[src/rtl/neuron_act_quant.sv]
// Bias-add, ReLU, round-shift and int8 saturation stage after the neuron dot product.
// Optional feature: define LEAKY_RELU_EN for a 1/8-slope leaky ReLU with an active lower clamp.
module neuron_act_quant #(
    parameter int IN_W   = 17,
    parameter int BIAS_W = 8,
    parameter int OUT_W  = 8,
    parameter int SHIFT  = 2
) (
    input  logic              clk,
    input  logic              reset,
    input  logic              in_valid,
    output logic              in_ready,
    input  logic [IN_W-1:0]   in_data,
    input  logic [BIAS_W-1:0] bias,
    output logic              out_valid,
    input  logic              out_ready,
    output logic [OUT_W-1:0]  out_data,
    input  logic              clear_stats,
    output logic [15:0]       sat_count
);

    localparam int SUM_W = ((IN_W > BIAS_W + SHIFT) ? IN_W : BIAS_W + SHIFT) + 1;
    localparam int R_W   = SUM_W + 1;

    localparam logic signed [R_W-1:0] HALF    = R_W'((1 << SHIFT) >> 1);
    localparam logic signed [R_W-1:0] OUT_MAX = R_W'((1 << (OUT_W - 1)) - 1);
    localparam logic signed [R_W-1:0] OUT_MIN = ~OUT_MAX;

    logic                    s1_v;
    logic signed [SUM_W-1:0] s1_sum;
    logic                    s1_adv;
    logic                    in_fire;

    logic signed [SUM_W-1:0] in_ext;
    logic signed [SUM_W-1:0] bias_ext;
    logic signed [SUM_W-1:0] sum_next;

    logic signed [SUM_W-1:0] act;
    logic signed [R_W-1:0]   act_ext;
    logic signed [R_W-1:0]   r;
    logic [OUT_W-1:0]        q;
    logic                    clamped;

    assign s1_adv   = !out_valid || out_ready;
    assign in_ready = !reset && (!s1_v || s1_adv);
    assign in_fire  = in_valid && in_ready;

    assign in_ext   = {{(SUM_W - IN_W){in_data[IN_W-1]}}, in_data};
    assign bias_ext = {{(SUM_W - BIAS_W){bias[BIAS_W-1]}}, bias};
    assign sum_next = in_ext + (bias_ext <<< SHIFT);

    // Activation, round-half-up requantisation and clamp of the value sitting in S1.
    always_comb begin
        act = s1_sum;
`ifdef LEAKY_RELU_EN
        if (s1_sum[SUM_W-1]) act = s1_sum >>> 3;
`else
        if (s1_sum[SUM_W-1]) act = '0;
`endif
        act_ext = {act[SUM_W-1], act};
        r       = (act_ext + HALF) >>> SHIFT;
        q       = r[OUT_W-1:0];
        clamped = 1'b0;
        if (r > OUT_MAX) begin
            q       = OUT_MAX[OUT_W-1:0];
            clamped = 1'b1;
        end else if (r < OUT_MIN) begin
            q       = OUT_MIN[OUT_W-1:0];
            clamped = 1'b1;
        end
    end

    always_ff @(posedge clk) begin
        if (reset) begin
            s1_v      <= 1'b0;
            s1_sum    <= '0;
            out_valid <= 1'b0;
            out_data  <= '0;
            sat_count <= '0;
        end else begin
            if (s1_adv) begin
                out_valid <= s1_v;
                if (s1_v) out_data <= q;
            end

            if (in_fire) begin
                s1_v   <= 1'b1;
                s1_sum <= sum_next;
            end else if (s1_adv) begin
                s1_v <= 1'b0;
            end

            // Counts clamps as values enter S2, so a stalled output is never counted twice.
            if (clear_stats)
                sat_count <= '0;
            else if (s1_adv && s1_v && clamped && sat_count != 16'hFFFF)
                sat_count <= sat_count + 16'd1;
        end
    end

endmodule

[config.mk]
export PLATFORM = sky130hd
export DESIGN_NAME = neuron_act_quant
export DESIGN_NICKNAME = d
export VERILOG_FILES = /design/src/rtl/neuron_act_quant.sv
export SDC_FILE = /design/constraint.sdc
export NUM_CORES = 1
export LEC_CHECK = 0
export ABC_AREA = 1
export BUFFER_PORTS_ARGS = -buffer_cell sky130_fd_sc_hd__clkbuf_2
export CAP_MARGIN = 30
export CORE_MARGIN = 10
export CORE_UTILIZATION = 51
export DETAILED_ROUTE_END_ITERATION = 10
export PLACE_DENSITY = 0.82
export SLEW_MARGIN = 25
export SYNTH_ARGS = -nofsm -noshare
export SYNTH_HDL_FRONTEND = slang
export SYNTH_SLANG_ARGS = --single-unit
export TNS_END_PERCENT = 5
[constraint.sdc]
create_clock -name clk -period 2.1 [get_ports clk]
set_input_delay 0.63 -clock clk [delete_from_list [all_inputs] [get_ports clk]]
set_output_delay 0.63 -clock clk [all_outputs]
set_load 0.005 [all_outputs]
==> metrics.csv <==
metric;value;unit
status;finished clean;
p_clk_frac;0.263;
fin_nets;621;
drt_wl_total;8520;µm
finalHoldViolCount;0;
rsz0062_at_grt;true;
crit_type;reg -> reg;
min_path_cells;2;
detail_route.first_pass.iterations;5;
grt_pass1_wl;14200;µm
fin_crit;2.02;ns
drtAntennaViolNets;0;
start_util;0.530;
dieWidth;98.9;µm
holdBufCountCts;0;
route.vias.total;3452;
leakage;1.94;nW
design_area;4110;µm²
ioPinCount;56;
sequentialPowerShare;0.425;
final_cell_mix;85 x nand2_1, 65 x inv_1, 54 x clkbuf_2;
antenna_cells;0;
ys_warn_count;0;
critPathLaunchType;flip-flop;
drc;0;
dieHeight;98.9;µm
avgSynthCellArea;6.71;µm²
power_switching;693;µW
place.gp.congestion;0.915;
yosysUniqueCellTypes;36;
switching_share;0.320;
cp.arrival;2.25;ns
numCtsBuffers;5;
final_layout_size_suffix_gt1_frac;0.282;
synthCells;473;
slew_headroom;0.615;
clk_pin_slew_worst_paths;0.08;ns
worstMarginPinSlew;0.577;ns
grt_use_total;0.165;
skew;0.00649;ns
io_buffers;54;
h-tree-depth;2;
antenna_found_initial;0;
post-dp-hpwl;6490;µm
cts_buffer_depth;2;
grt_pass1_vias;3304;
ys_ff_latch;43;
finalCritPeriodShare;0.962;
post_drt_wl_per_cell;13.1;µm
holdWs;0.442;ns
cts_sinks;43;
p_int;1.47;mW
fmax;495;MHz
area_delta_synth_final;29.5;%
fillers;489;
power.density;526;nW/µm²
core;5990;µm²
cap_violations;0;
die_area;9780;µm²
dpl_cell_area;3850;µm²
grt_max_degree;25;
hold_class;reg -> reg;
ys_seq_area_frac;0.271;
cts_tree;done;
required;2.33;ns
pre_cts_slack;-0.230;ns
report.final.slew_viol_count;0;
num_rows;28;
drtIter0Drc;193;
ir_drop;0.000289;V
root_buffer;clkbuf_8;
setup_slack;0.0789;ns
crit_path_max_fanout;5;
mappedNetlistArea;3180;µm²
clock_latency;0.29;ns
cp-end-kind;flip-flop;
reg2reg_depth;15;
final_common_cell;nand2_1;
setup_viol;0;
power_frac_comb;0.312;
synthesis.nets;521;
via_per_inst;5.32;
grt-ovfl-total;0;
-- stage by stage --
| stage | setup TNS [ns] | utilization | cells | power (mW) |
|---|---|---|---|---|
| finish | 0 | 0.687 | 649 | 2.16 |
| global route | -0.767 | 0.687 | 649 | 2.29 |
| CTS | 0 | 0.671 | 648 | 2.14 |
| detailed placement | -2.45 | 0.642 | 638 | 1.55 |
| global placement | -0.931 | 0.642 | 638 | 1.53 |
| floorplan | -0.0444 | - | 473 | 1.33 |
-- what timing repair did --
| item | 4_1_cts | 5_1_grt |
|---|---|---|
| buffers inserted | 1 | 1 |
| gates cloned | 1 | 0 |
| endpoints found under the setup margin | 23 | 27 |
| resized for setup | 15 | 23 |
| pin swaps | 5 | 6 |
-- metal layers --
metal  vias up  wire length [µm]  global-route usage  part of all wire
met1      1558              3700               0.188              0.43
li1       1771                 -                   -                 -
met2        99              4130               0.287              0.49
met3        24               440              0.0377             0.052
met4         0               246              0.0750             0.029
met5         -                 0                   0                 0
-- final cells by class --
cell class | instances | area [µm²] | area share
Sequential cell | 43 | 866 | 0.211
Timing Repair Buffer | 108 | 694 | 0.169
Clock buffer | 8 | 100 | 0.0243
Tap cell | 75 | 93.8 | 0.0228
Inverter | 69 | 264 | 0.0642
Multi-Input combinational cell | 346 | 2090 | 0.509
-- flip-flops by register name, indices dropped and copies added (netlist names) --
| register | cells |
|---|---|
| out_valid | 1 |
| s1_v | 1 |
| out_data | 8 |
| sat_count | 16 |
| s1_sum | 17 |
-- critical path, stage by stage, from the launching register on --
cell	delay, ns
dfxtp_4	0.38
inv_6	0.06
nand2_2	0.05
inv_2	0.07
ha_4	0.15
nand4_4	0.10
nor2_4	0.19
nand3_2	0.08
nand2_1	0.06
nand3_1	0.08
nor2_2	0.16
nand3_4	0.13
nand3_4	0.12
buf_6	0.13
nand2_1	0.06
a21oi_2	0.13
-- synthesized netlist by cell type, drive strengths merged --
| cell | number | area share |
|---|---|---|
| fa | 1 | 0.0063 |
| nor2 | 49 | 0.066 |
| buf | 6 | 0.020 |
| ha | 17 | 0.067 |
| a21boi | 1 | 0.0024 |
| nor3 | 10 | 0.017 |
| clkbuf | 9 | 0.011 |
| nor3b | 1 | 0.0024 |
| a221oi | 1 | 0.0028 |
| o31ai | 4 | 0.014 |
| a21oi | 36 | 0.057 |
| nand2 | 88 | 0.10 |
| dfxtp | 43 | 0.27 |
| o211ai | 1 | 0.0024 |
| o21ai | 31 | 0.049 |
| nand4 | 22 | 0.048 |
| or2 | 2 | 0.0039 |
| a21o | 9 | 0.021 |
| xor2 | 17 | 0.047 |
| inv | 69 | 0.083 |
| a31oi | 2 | 0.0039 |
| nand3b | 2 | 0.0047 |
| nand3 | 47 | 0.082 |
| xnor2 | 5 | 0.014 |
-- kinds of logic (layout without fill, tap and decap cells) --
kind of cell | count (synthesis) | in the layout | share of synthesized area
xor+xnor | 22 | 22 | 0.0607
flops | 43 | 43 | 0.271
compound gates | 85 | 85 | 0.152
fa+ha+maj | 18 | 18 | 0.0733
simple gates | 221 | 221 | 0.329
buf+inv | 84 | 185 | 0.114
-- power by group through the flow --
stage | Sequential, mW | Clock, mW | Combinational (mW)
2_1_floorplan | 0.923 | 0 | 0.409
3_3_place_gp | 0.931 | 0 | 0.600
3_5_place_dp | 0.932 | 0 | 0.618
4_1_cts | 0.916 | 0.584 | 0.640
5_1_grt | 0.924 | 0.612 | 0.753
6_report | 0.919 | 0.569 | 0.675
-- worst paths after layout --
path	slack (ns)	start	endpoint
setup / recovery	0.08	s1_sum[17]$_SDFFE_PP0P_	sat_count[7]$_SDFFE_PP0P_
hold reg to reg	0.44	out_data[7]$_SDFFE_PP0P_	out_data[7]$_SDFFE_PP0P_
hold / removal	0.44	out_data[7]$_SDFFE_PP0P_	out_data[7]$_SDFFE_PP0P_
setup reg to reg	0.08	s1_sum[17]$_SDFFE_PP0P_	sat_count[7]$_SDFFE_PP0P_
(Power assumes the default switching activity.)
